`src/rtl/kernel_host_pkg.sv`:
```
// kernel_host shared defaults, state encoding and checksum width.
package kernel_host_pkg;

  localparam int DEPTH_D  = 1000;
  localparam int ADDR_W_D = 10;
  localparam int DATA_W_D = 27;
  localparam int CK_W     = 32;

  typedef enum logic [2:0] {
    IDLE,
    LOAD,
    VERIFY,
    START,
    WAIT,
    OUT,
    ERR
  } state_t;

endpackage

```
`src/rtl/kernel_host_cksum.sv`:
```
// kernel_host checksum: sign-extended 32-bit wrap-around accumulator.
module kernel_host_cksum
  import kernel_host_pkg::*;
#(
  parameter int DATA_W = DATA_W_D
) (
  input  logic              clk,
  input  logic              rst,
  input  logic              clr,
  input  logic              en,
  input  logic [DATA_W-1:0] din,
  output logic [CK_W-1:0]   sum,
  output logic [CK_W-1:0]   nxt
);

  logic [CK_W-1:0] ext;

  assign ext = CK_W'(signed'(din));
  assign nxt = sum + ext;

  always_ff @(posedge clk) begin
    if (rst || clr) begin
      sum <= '0;
    end else if (en) begin
      sum <= nxt;
    end
  end

endmodule

```
`src/rtl/kernel_host.sv`:
```
// kernel_host: loads DEPTH words into a kernel array, runs it, returns result.
// Optional readback check enabled by KERNEL_HOST_READBACK_EN.
module kernel_host
  import kernel_host_pkg::*;
#(
  parameter int DEPTH  = DEPTH_D,
  parameter int ADDR_W = ADDR_W_D,
  parameter int DATA_W = DATA_W_D
) (
  input  logic              clk,
  input  logic              rst,
  input  logic              start,
  input  logic [63:0]       cfg_i,
  input  logic [63:0]       cfg_acc,
  input  logic              s_valid,
  output logic              s_ready,
  input  logic [DATA_W-1:0] s_data,
  output logic              res_valid,
  input  logic              res_ready,
  output logic [63:0]       res_data,
  output logic              err,
  output logic              busy,
  output logic [31:0]       cycles,
  output logic              k_r_enable,
  output logic [63:0]       k_init_i,
  output logic [63:0]       k_init_acc,
  output logic              k_controlArr,
  output logic              k_arrWEnable,
  output logic [ADDR_W-1:0] k_arrAddr,
  output logic [DATA_W-1:0] k_arrWData,
  input  logic [DATA_W-1:0] k_arrRData,
  input  logic              k_w_enable,
  input  logic [63:0]       k_result
);

`ifdef KERNEL_HOST_READBACK_EN
  localparam state_t LOAD_NX = VERIFY;
`else
  localparam state_t LOAD_NX = START;
`endif

  state_t            state;
  state_t            state_nx;
  logic [ADDR_W-1:0] cnt;
  logic [63:0]       i_q;
  logic [63:0]       acc_q;
  logic              take;
  logic              last;
  logic              ck_ok;

  assign take       = start && (state == IDLE || state == ERR);
  assign last       = (cnt == ADDR_W'(DEPTH - 1));
  assign busy       = (state != IDLE);
  assign k_init_i   = i_q;
  assign k_init_acc = acc_q;

`ifdef KERNEL_HOST_READBACK_EN
  logic [CK_W-1:0] wr_sum;
  logic [CK_W-1:0] wr_nxt_unused;
  logic [CK_W-1:0] rd_sum_unused;
  logic [CK_W-1:0] rd_nxt;
  logic            err_q;

  kernel_host_cksum #(.DATA_W(DATA_W)) u_wr_ck (
    .clk (clk),
    .rst (rst),
    .clr (take),
    .en  (state == LOAD && s_valid),
    .din (s_data),
    .sum (wr_sum),
    .nxt (wr_nxt_unused)
  );

  kernel_host_cksum #(.DATA_W(DATA_W)) u_rd_ck (
    .clk (clk),
    .rst (rst),
    .clr (take),
    .en  (state == VERIFY),
    .din (k_arrRData),
    .sum (rd_sum_unused),
    .nxt (rd_nxt)
  );

  // the last read word is folded in before comparing
  assign ck_ok = (rd_nxt == wr_sum);
  assign err   = err_q;

  always_ff @(posedge clk) begin
    if (rst || take) begin
      err_q <= 1'b0;
    end else if (state == VERIFY && last && !ck_ok) begin
      err_q <= 1'b1;
    end
  end
`else
  logic rdata_unused;

  assign rdata_unused = ^k_arrRData;
  assign ck_ok        = 1'b1;
  assign err          = 1'b0;
`endif

  always_comb begin
    state_nx     = state;
    s_ready      = 1'b0;
    k_controlArr = 1'b0;
    k_arrWEnable = 1'b0;
    k_arrAddr    = '0;
    k_arrWData   = '0;
    k_r_enable   = 1'b0;
    res_valid    = 1'b0;
    unique case (state)
      IDLE, ERR: begin
        if (start) state_nx = LOAD;
      end
      LOAD: begin
        s_ready      = 1'b1;
        k_controlArr = 1'b1;
        k_arrAddr    = cnt;
        k_arrWData   = s_data;
        k_arrWEnable = s_valid;
        if (s_valid && last) state_nx = LOAD_NX;
      end
      VERIFY: begin
        k_controlArr = 1'b1;
        k_arrAddr    = cnt;
        if (last) state_nx = ck_ok ? START : ERR;
      end
      START: begin
        k_r_enable = 1'b1;
        state_nx   = WAIT;
      end
      WAIT: begin
        if (k_w_enable) state_nx = OUT;
      end
      OUT: begin
        res_valid = 1'b1;
        if (res_ready) state_nx = IDLE;
      end
      default: state_nx = IDLE;
    endcase
  end

  always_ff @(posedge clk) begin
    if (rst) begin
      state    <= IDLE;
      cnt      <= '0;
      i_q      <= '0;
      acc_q    <= '0;
      cycles   <= '0;
      res_data <= '0;
    end else begin
      state <= state_nx;
      if (take) begin
        i_q    <= cfg_i;
        acc_q  <= cfg_acc;
        cnt    <= '0;
        cycles <= '0;
      end
      if ((state == LOAD && s_valid) || state == VERIFY) begin
        cnt <= last ? '0 : cnt + ADDR_W'(1);
      end
      if (state == WAIT) begin
        if (cycles != '1) cycles <= cycles + 32'd1;
        if (k_w_enable) res_data <= k_result;
      end
    end
  end

endmodule

```
`config.mk`:
```
export PLATFORM = sky130hd
export DESIGN_NAME = kernel_host
export DESIGN_NICKNAME = d
export VERILOG_FILES = /design/src/rtl/kernel_host_pkg.sv /design/src/rtl/kernel_host_cksum.sv /design/src/rtl/kernel_host.sv
export SDC_FILE = /design/constraint.sdc
export NUM_CORES = 1
export LEC_CHECK = 0
export ABC_AREA = 1
export BUFFER_PORTS_ARGS = -buffer_cell sky130_fd_sc_hd__buf_2
export CAP_MARGIN = 10
export CORE_AREA = 5 5 200 202
export CTS_BUF_LIST = sky130_fd_sc_hd__clkbuf_2 sky130_fd_sc_hd__clkbuf_4 sky130_fd_sc_hd__clkbuf_8
export DETAILED_ROUTE_END_ITERATION = 12
export DIE_AREA = 0 0 205 207
export SKIP_CTS_REPAIR_TIMING = 1
export SYNTH_ARGS = -nofsm -noshare
export SYNTH_HDL_FRONTEND = slang
export SYNTH_SLANG_ARGS = --single-unit
```
`constraint.sdc`:
```
create_clock -name clk -period 4.4 [get_ports clk]
set_input_delay 0.88 -clock clk [delete_from_list [all_inputs] [get_ports clk]]
set_output_delay 0.88 -clock clk [all_outputs]
set_load 0.01 [all_outputs]
```
==> metrics.log <==
INFO  metric result_of_the_run = complete, no violations
INFO  metric global_placer_s_final_weighted_congestion = 0.8573
INFO  metric dr_total_vias = 10840
INFO  metric final-hold-violation-count = 0
INFO  metric reg2reg_depth = 10
INFO  metric std_cell_rows = 72
INFO  metric grt_pass1_vias = 10470
INFO  metric synthDominantCellAreaShare = 47.55%
INFO  metric yosysMostFrequentCell = sky130_fd_sc_hd__nor2_1
INFO  metric layout_min_cycle_time = 3.461 ns
INFO  metric clock_pin_slew_on_the_worst_setup_and_hold_paths = 0.06 ns
INFO  metric totalNegativeSetupSlack = 0 ns
INFO  metric drc = 0
INFO  metric critical_path_class = reg -> out
INFO  metric yosys_most_used_dff = sky130_fd_sc_hd__dfxtp_1
INFO  metric endpoint_kind = output pin
INFO  metric detail-route-antenna-nets = 0
INFO  metric synth_fa_ha_area_share = 0.2508%
INFO  metric core_area = 38110 µm²
INFO  metric synth_commonest_cells = 386 x sky130_fd_sc_hd__nor2_1, 237 x sky130_fd_sc_hd__dfxtp_1, 194 x sky130_fd_sc_hd__nand2_1
INFO  metric post_synth_inst_count = 1416
INFO  metric timing.max_slew.rel_slack = 33.53%
INFO  metric powerDensity = 564.4 nW/µm²
INFO  metric wl_per_cell = 14.64 µm
INFO  metric synth_simple_gate_area_share = 30.05%
INFO  metric yosys_register_bits = 237
INFO  metric grt_first_pass_wirelength = 55840 µm
INFO  metric critPathMaxFanout = 32
INFO  metric period_share = 78.67%
INFO  metric max_slew.worst_pin.slew = 0.9971 ns
INFO  metric antenna_found_initial = 7
INFO  metric fmaxAchievable = 0.2889 GHz
INFO  metric drt_pass1_iterations = 5
INFO  metric initial_core_util = 26.18%
INFO  metric hold_path.class = reg -> reg
INFO  metric ys.warnings.count = 0
INFO  metric post_synth_main_area_contributors = sky130_fd_sc_hd__dfxtp_1 48%, sky130_fd_sc_hd__nor2_1 15%, sky130_fd_sc_hd__nand2_1 7.3%
INFO  metric syn_avg_cell_area = 7.046 µm²
INFO  metric startpoint_type = flop
INFO  metric clkLatencyLatePin = 0.58 ns
INFO  metric regToRegSetupSlack = 2.10 ns
INFO  metric synth-compound-area-share = 13.36%
INFO  metric total_power = 7.764 mW
INFO  metric holdCritStartpoint = res_data[24]$_SDFFE_PP0P_
INFO  metric multi_input_comb_area = 4370 µm²
INFO  metric total_area_of_sequential_cells = 4745 µm²
INFO  metric cts_sinks = 237
INFO  metric grt_setup_unrepaired = no
INFO  metric die_w = 205 µm
INFO  metric io_pins = 520
INFO  metric final_net_count = 2128
INFO  metric combinational_family_with_the_most_area_after_synthesis = simple AND/OR/NAND/NOR gates
INFO  metric timing.final.max_slew_violations = 0
INFO  metric synthToLayoutAreaGrowth = 37.86%
INFO  metric drive_gt1_share = 31.41%
INFO  metric drt-initial-drc-count = 609
INFO  metric static-leakage-power = 6.669 nW
INFO  metric max_cap_violations = 0
INFO  metric port_buffers = 491
INFO  metric synth.lib_cells_used.distinct = 35
INFO  metric maximum_number_of_pins_on_one_net_before_global_route_repair = 152
INFO  metric whs_endpoint = res_data[24]$_SDFFE_PP0P_
INFO  metric arrival = 2.58 ns
INFO  metric syn_area = 9977 µm²
INFO  metric worst_r2r_startpoint = cycles[0]$_SDFF_PP0_
INFO  metric htreeDepth = 2
INFO  metric place.detailed.hpwl = 25010 µm
INFO  metric tritoncts_clock_tree = done
INFO  metric synth_net_count = 1670
INFO  metric cts.root.buffer_cell = sky130_fd_sc_hd__clkbuf_8
INFO  metric grt_use_total = 15.92%
INFO  metric postSynth.asyncResetShare = 0%
INFO  metric vdd_drop_max = 0.0003121 V
INFO  metric critical_path.reg2reg.endpoint = cycles[1]$_SDFF_PP0_
INFO  metric wl = 35510 µm
INFO  metric design.die.area = 42440 µm²
INFO  metric min_delay_path_depth = 2
INFO  metric vias_per_cell = 4.466
INFO  metric max-clock-path-buffers = 3
INFO  metric synth_area_leader_cell = sky130_fd_sc_hd__dfxtp_1
INFO  metric die_y = 207 µm
INFO  metric grt_overflow_total = 0
INFO  metric synth-xor-area-share = 0.08779%
INFO  metric number_of_filler_cells_placed_in_the_layout = 4073
INFO  metric synth.yosys.seq_area_share = 47.55%
INFO  metric cts_buffers = 44
INFO  metric synth_enable_flop_cells = 0
INFO  metric yosys-mux-area-fraction = 0%
INFO  metric skew = 0.02710 ns
INFO  metric final-setup-viol-count = 0
INFO  metric required_time_worst_endpoint = 3.52 ns
[final cells by class]
type,instances,share of cell area [%]
Antenna cell,1,0.01819
Clock buffer,71,6.604
Clock inverter,8,0.8824
Timing Repair Buffer,499,18.67
Sequential cell,237,34.49
Inverter,103,2.847
Tap cell,518,4.712
Multi-Input combinational cell,989,31.77
[per-stage QoR]
stage | hold slack (ns) | cells | utilization (%) | cell area, µm² | setup slack, ns
finish | 0.4564 | 2426 | 36.09 | 13750 | 0.9386
floorplan | 0.4390 | 1416 | - | 9977 | 2.261
global route | 0.4730 | 2425 | 36.09 | 13750 | 0.5565
detailed placement | 0.4502 | 2345 | 33.33 | 12700 | 1.545
global placement | 0.4458 | 2345 | 33.33 | 12700 | 1.603
CTS | 0.4436 | 2424 | 36.04 | 13730 | 0.8590
[layer usage]
metal  vias to the layer above  routed length (µm)  GRT usage [%]
li1                       5455                   -              -
met1                      4900               13950          18.33
met2                       395               16960          26.85
met4                        12                 960          5.105
met3                        73                3565          6.569
met5                         -                  80              0
[state kept, by name (all words and copies together) (netlist names)]
signal	count
cnt	10
k_init_acc	64
state	3
cycles	32
res_data	64
k_init_i	64
[worst max path at each step]
stage / start / endpoint / slack, ns / depth (start not counted)
5_1_grt: state[1]$_SDFFE_PP0P_ / k_arrAddr[4] / 0.56 / 6
6_report: state[0]$_SDFFE_PP0P_ / k_arrAddr[7] / 0.94 / 5
2_1_floorplan: state[1]$_SDFFE_PP0P_ / k_arrAddr[0] / 2.26 / 6
3_3_place_gp: state[0]$_SDFFE_PP0P_ / k_arrAddr[0] / 1.60 / 5
4_1_cts: state[0]$_SDFFE_PP0P_ / k_arrAddr[7] / 0.86 / 5
3_5_place_dp: state[0]$_SDFFE_PP0P_ / k_arrAddr[7] / 1.54 / 5
[layout by cell type, fill, tap and decap left out, drive strengths merged, types with 2 or more instances in the layout]
cell	n
a21oi	95
buf	499
bufinv	3
clkbuf	71
clkinv	4
dfxtp	237
ha	2
inv	103
nand2	197
nand3	96
nand3b	3
nand4	13
nor2	392
nor3	20
o21ai	164
[cells by family (layout without fill, tap and decap cells)]
family,after synthesis,after routing
flops,237,237
other cells,1,2
compound gates,262,262
xor+xnor,1,1
buf+inv,190,681
simple gates,723,723
fa+ha+maj,2,2
[critical path, cell delays in order (launching register included)]
cell                       delay [ns]
sky130_fd_sc_hd__dfxtp_1         0.46
sky130_fd_sc_hd__nand2_1         0.60
sky130_fd_sc_hd__nand2_1         0.38
sky130_fd_sc_hd__clkinv_1        0.26
sky130_fd_sc_hd__nor2_1          0.15
sky130_fd_sc_hd__buf_2           0.15
[power by group]
part	switching (mW)	internal [mW]
registers	0.239	2.60
logic	1.64	0.836
clock network	0.959	1.48
total	2.84	4.92
Power figures use the tool's default switching activity.
